==> src/rtl/dmem_arbiter.sv <==
// dmem_arbiter: two-master round-robin arbiter and sequencer for the shared
// byte-addressed data memory. Checks alignment and range, raises a one-cycle
// read or write strobe, and returns the memory's registered read data one
// cycle after the strobe.
module dmem_arbiter #(
    parameter int unsigned MEM_BYTES = 256
) (
    input  logic        clk,
    input  logic        rst_n,
    input  logic        m0_req_valid,
    output logic        m0_req_ready,
    input  logic        m0_req_we,
    input  logic [31:0] m0_req_addr,
    input  logic [31:0] m0_req_wdata,
    output logic        m0_rsp_valid,
    output logic [31:0] m0_rsp_rdata,
    output logic        m0_rsp_err,
    input  logic        m1_req_valid,
    output logic        m1_req_ready,
    input  logic        m1_req_we,
    input  logic [31:0] m1_req_addr,
    input  logic [31:0] m1_req_wdata,
    output logic        m1_rsp_valid,
    output logic [31:0] m1_rsp_rdata,
    output logic        m1_rsp_err,
    output logic        mem_write,
    output logic        mem_read,
    output logic [31:0] mem_addr,
    output logic [31:0] mem_wdata,
    input  logic [31:0] mem_rdata
);

    localparam logic [31:0] MAX_ADDR = 32'(MEM_BYTES - 4);

    typedef enum logic [1:0] {
        IDLE,
        ISSUE,
        RESP
    } state_t;

    state_t      state;
    logic        owner;
    logic        last_grant;
    logic        lat_we;
    logic        lat_err;

    logic        grant;
    logic        accept;
    logic        sel_we;
    logic [31:0] sel_addr;
    logic [31:0] sel_wdata;
    logic        sel_err;
    logic        rd_ok;

    // Round-robin grant and selection of the granted master's request
    always_comb begin
        grant        = 1'b0;
        m0_req_ready = 1'b0;
        m1_req_ready = 1'b0;
        if (m0_req_valid && m1_req_valid) begin
            grant = ~last_grant;
        end else if (m1_req_valid) begin
            grant = 1'b1;
        end
        if (state == IDLE) begin
            m0_req_ready = m0_req_valid && !grant;
            m1_req_ready = m1_req_valid && grant;
        end
        accept    = m0_req_ready || m1_req_ready;
        sel_we    = grant ? m1_req_we    : m0_req_we;
        sel_addr  = grant ? m1_req_addr  : m0_req_addr;
        sel_wdata = grant ? m1_req_wdata : m0_req_wdata;
        sel_err   = (sel_addr[1:0] != 2'b00) || (sel_addr > MAX_ADDR);
    end

    // Sequencer: accept, issue a one-cycle strobe, then deliver the response.
    // mem_addr/mem_wdata double as the latched address and write data; they
    // load only on a good accept so they hold their value otherwise.
    always_ff @(posedge clk or negedge rst_n) begin
        if (!rst_n) begin
            state        <= IDLE;
            owner        <= 1'b0;
            last_grant   <= 1'b1;
            lat_we       <= 1'b0;
            lat_err      <= 1'b0;
            mem_write    <= 1'b0;
            mem_read     <= 1'b0;
            mem_addr     <= '0;
            mem_wdata    <= '0;
            m0_rsp_valid <= 1'b0;
            m1_rsp_valid <= 1'b0;
            m0_rsp_err   <= 1'b0;
            m1_rsp_err   <= 1'b0;
        end else begin
            mem_write    <= 1'b0;
            mem_read     <= 1'b0;
            m0_rsp_valid <= 1'b0;
            m1_rsp_valid <= 1'b0;
            m0_rsp_err   <= 1'b0;
            m1_rsp_err   <= 1'b0;
            case (state)
                IDLE: begin
                    if (accept) begin
                        owner      <= grant;
                        last_grant <= grant;
                        lat_we     <= sel_we;
                        lat_err    <= sel_err;
                        if (sel_err) begin
                            state        <= RESP;
                            m0_rsp_valid <= !grant;
                            m1_rsp_valid <= grant;
                            m0_rsp_err   <= !grant;
                            m1_rsp_err   <= grant;
                        end else begin
                            state     <= ISSUE;
                            mem_addr  <= sel_addr;
                            mem_wdata <= sel_wdata;
                            mem_write <= sel_we;
                            mem_read  <= !sel_we;
                        end
                    end
                end
                ISSUE: begin
                    state        <= RESP;
                    m0_rsp_valid <= !owner;
                    m1_rsp_valid <= owner;
                end
                RESP: begin
                    state <= IDLE;
                end
                default: begin
                    state <= IDLE;
                end
            endcase
        end
    end

    // Read data passes straight from the memory's registered output during RESP
    always_comb begin
        rd_ok        = !lat_we && !lat_err;
        m0_rsp_rdata = (m0_rsp_valid && rd_ok) ? mem_rdata : '0;
        m1_rsp_rdata = (m1_rsp_valid && rd_ok) ? mem_rdata : '0;
    end

endmodule

==> config.mk <==
export PLATFORM = sky130hd
export DESIGN_NAME = dmem_arbiter
export DESIGN_NICKNAME = d
export VERILOG_FILES = /design/src/rtl/dmem_arbiter.sv
export SDC_FILE = /design/constraint.sdc
export NUM_CORES = 1
export LEC_CHECK = 0
export BUFFER_PORTS_ARGS = -buffer_cell sky130_fd_sc_hd__buf_4
export CAP_MARGIN = 20
export CORE_MARGIN = 3
export CORE_UTILIZATION = 30
export DETAILED_ROUTE_END_ITERATION = 12
export GPL_TIMING_DRIVEN = 0
export PLACE_DENSITY = 0.74
export RECOVER_POWER = 100
export SETUP_SLACK_MARGIN = 0.15
export SLEW_MARGIN = 40
export SYNTH_ARGS = -nofsm -noshare
export SYNTH_HDL_FRONTEND = slang
export SYNTH_SLANG_ARGS = --single-unit
export TNS_END_PERCENT = 100
==> constraint.sdc <==
create_clock -name clk -period 3.4 [get_ports clk]
set_input_delay 0.68 -clock clk [delete_from_list [all_inputs] [get_ports clk]]
set_output_delay 0.68 -clock clk [all_outputs]
set_load 0.005 [all_outputs]
==> out/metrics.csv <==
stage,metric,value,unit
outcome,status,finished with violations,
outcome,violations,"capacitance limit, slew limit",
sta,layout_min_cycle_time,2.94,ns
cells_and_area,multiInputGateArea,1710,um2
cells_and_area,drive_gt1_share,56.5,%
flow_run,cap_violations,1,
clocking,cts_tree,done,
power,power,2.49,mW
detailed_routing,wl_per_cell,15.8,um
cells_and_area,seq_area,1900,um2
synthesis,ys_ff_latch,76,
detailed_routing,wl,12500,um
synthesis,yosys.area_share.adder,0,%
cells_and_area,final_util,52.2,%
cells_and_area,final_common_cell,buf_4,
synthesis,synth_cell_types,27,
sta,worstMarginPinSlew,1.87,ns
worst_setup_path,critPathLaunch,m0_req_valid,
placed_design,gp_congestion,0.895,
sta,setup_viol,0,
global_routing,antenna_found_initial,2,
die,ios,302,
worst_setup_path,worstSetupPathType,input port to primary output,
worst_setup_path,startpoint_type,input port,
power,vdd_drop_max,0.000267,V
synthesis,synth-simple-area-share,20.4,%
cells_and_area,final_cell_area,6330,um2
clocking,htreeDepth,3,
die,die_height,118,um
detailed_routing,ant_nets,0,
die,start_util,30.9,%
cells_and_area,fin_nets,786,
sta,fin_skew,0.00720,ns
synthesis,synth_area,3740,um2
die,core,12100,um2
worst_setup_path,rr_startpoint,last_grant$_DFFE_PN1P_,
cells_and_area,syn2layout_area_growth,69.1,%
sta,layout_setup_ws,0.462,ns
global_routing,grt_pass1_vias,3747,
worst_setup_path,cp_cell_sequence,"clkbuf_1, a21boi_4, clkbuf_1, nand2_1, inv_1, clkbuf_1",
worst_setup_path,slowest_stage,clkbuf_1,
worst_setup_path,critPathRequiredTime,2.72,ns
worst_setup_path,slowest_delay,0.53,ns
synthesis,synth_area_per_cell,12.2,um2
synthesis,synth_nets,474,
sta,period_share,86.4,%
sta,maxSlewHeadroom,-24.9,%
detailed_routing,drtIter0Drc,80,
worst_hold_path,min_path_type,flop to flop,
worst_setup_path,crit_fanout,10,
clocking,hold_buffers,0,
clocking,cts-resized-gates,0,
detailed_routing,route.detailed.drc,0,
detailed_routing,dr.pass1.iters,4,
synthesis,synth_xor_area_share,0,%
worst_hold_path,hp-start,state[1]$_DFFE_PN0P_,
die,die_area,13900,um2
global_routing,grt-ovfl-total,0,
detailed_routing,vias,3493,
clocking,cts_setup_buffers,0,
detailed_routing,viasPerCell,4.39,
synthesis,synth_top_family_by_area,multiplexers,
power,leakage,3.26,nW
clocking,clk_latency,0.32,ns
clocking,cts_made_buffers,9,
placed_design,io_buffers,301,
global_routing,grt_max_degree,77,
die,row_count,40,
placed_design,place_ws,0.534,ns
die,die_w,118,um
clocking,cts_max_path_buffers,2,
placed_design,dp_hpwl,10400,um
cells_and_area,fillers,1135,
sta,final-hold-violation-count,0,
clocking,path_clk_slew,0.06,ns
global_routing,grt_first_pass_wirelength,19700,um
power,power.density,394,nW/um2
placed_design,dpl_cell_area,6220,um2
synthesis,synth_cells,308,
synthesis,ys_warn_count,0,
worst_setup_path,crit_path_end_kind,primary output,
sta,drv_slew,77,
clocking,clockRootBuffer,clkbuf_16,
worst_setup_path,worstPathArrival,2.26,ns
sta,rsz0062_at_grt,no,
clocking,clock_sinks,76,
synthesis,synth-seq-area-share,50.9,%
worst_setup_path,crit_top_cell,clkbuf_1,
global_routing,grt_usage,17.6,%
sta,fmax,340,MHz
synthesis,synth_compound_area_share,2.27,%
cells_and_area,final_cell_mix,"buf_4 (212), dfrtp_1 (75), mux2_2 (66), and2_0 (65)",
sta,setup_tns,0,ns
synthesis,synthMuxAreaShare,24.1,%
[Yosys cell counts]
cell | number | area share (%)
a21o_1 | 1 | 0.20
o22ai_2 | 1 | 0.33
a21boi_4 | 1 | 0.50
inv_1 | 2 | 0.20
o21ba_2 | 2 | 0.53
dfstp_2 | 1 | 0.70
mux2_4 | 10 | 4.0
and2_1 | 90 | 15
nor4_1 | 12 | 2.0
nand4_1 | 3 | 0.50
nand2_1 | 6 | 0.60
nor2_1 | 7 | 0.70
buf_2 | 2 | 0.27
buf_6 | 2 | 0.60
nand2b_1 | 1 | 0.17
nor3_1 | 1 | 0.13
mux2_2 | 66 | 20
mux2i_1 | 1 | 0.27
nor3b_1 | 2 | 0.40
a21oi_1 | 2 | 0.27
a31oi_1 | 1 | 0.17
o21ai_0 | 2 | 0.27
or3b_2 | 1 | 0.23
nor2b_1 | 2 | 0.33
dfrtp_1 | 75 | 50
clkbuf_1 | 13 | 1.3
nand4b_1 | 1 | 0.23
[logic make-up (layout without fill, tap and decap cells)]
| kind of cell | Yosys count | after routing |
|---|---|---|
| AND/OR/NAND/NOR | 126 | 126 |
| multiplexers | 77 | 77 |
| flip-flops | 76 | 76 |
| buffers and inverters | 19 | 336 |
| AO/OA/AOI/OAI | 10 | 10 |
| other | 0 | 2 |
[worst max-delay path, delay by kind of cell]
kind / cells / cell delay, ns
simple gates: 1 / 0.20
buf+inv: 4 / 0.90
compound gates: 1 / 0.48
[power breakdown]
group	switching [mW]	internal [mW]	total [mW]	leakage [nW]
sequential	0.0307	0.951	0.982	1.04
clock	0.362	0.574	0.936	0.145
combinational	0.238	0.335	0.572	2.07
[per-layer routing]
layer,GRT usage (%),share of wire (%),wire [um]
met5,0,0,0
met1,19.9,38,4750
met3,4.57,6.8,850
met2,31.9,53,6690
met4,5.86,2.0,255
[final timing paths]
| check | to | slack (ns) | cells after the start |
|---|---|---|---|
| worst max-delay path | m1_req_ready | 0.46 | 6 |
| worst min-delay path | m1_rsp_valid$_DFF_PN0_ | 0.47 | 1 |
| worst max register to register | mem_wdata[30]$_DFFE_PN0P_ | 0.62 | 7 |
| worst min register to register | m1_rsp_valid$_DFF_PN0_ | 0.47 | 1 |
| max in group asynchronous | mem_addr[27]$_DFFE_PN0P_ | 1.41 | 1 |
| min in group asynchronous | mem_wdata[22]$_DFFE_PN0P_ | 0.84 | 1 |
[sequential cells by signal, indices dropped and copies added, names as in the netlist]
name / flops
mem_addr: 32
mem_wdata: 32
state: 2
last_grant: 1
lat_err: 1
lat_we: 1
m0_rsp_err: 1
m0_rsp_valid: 1
m1_rsp_err: 1
m1_rsp_valid: 1
mem_read: 1
mem_write: 1
owner: 1
[metrics by stage]
step	hold WS, ns	cells
2_1_floorplan	0.384	308
3_3_place_gp	0.448	777
3_5_place_dp	0.464	777
4_1_cts	0.398	793
5_1_grt	0.493	795
6_report	0.467	795
[final cells by class]
type	instances	share of cell area (%)
repair buffers	301	33.6
flip-flops and latches	76	30.1
multi-input cells	213	27.0
clock buffers	11	3.68
well taps	168	3.32
plain buffers	17	1.13
clock inverters	5	0.969
inverters	2	0.119
diodes	2	0.0791
No activity file was read; power rests on OpenSTA's default activity.
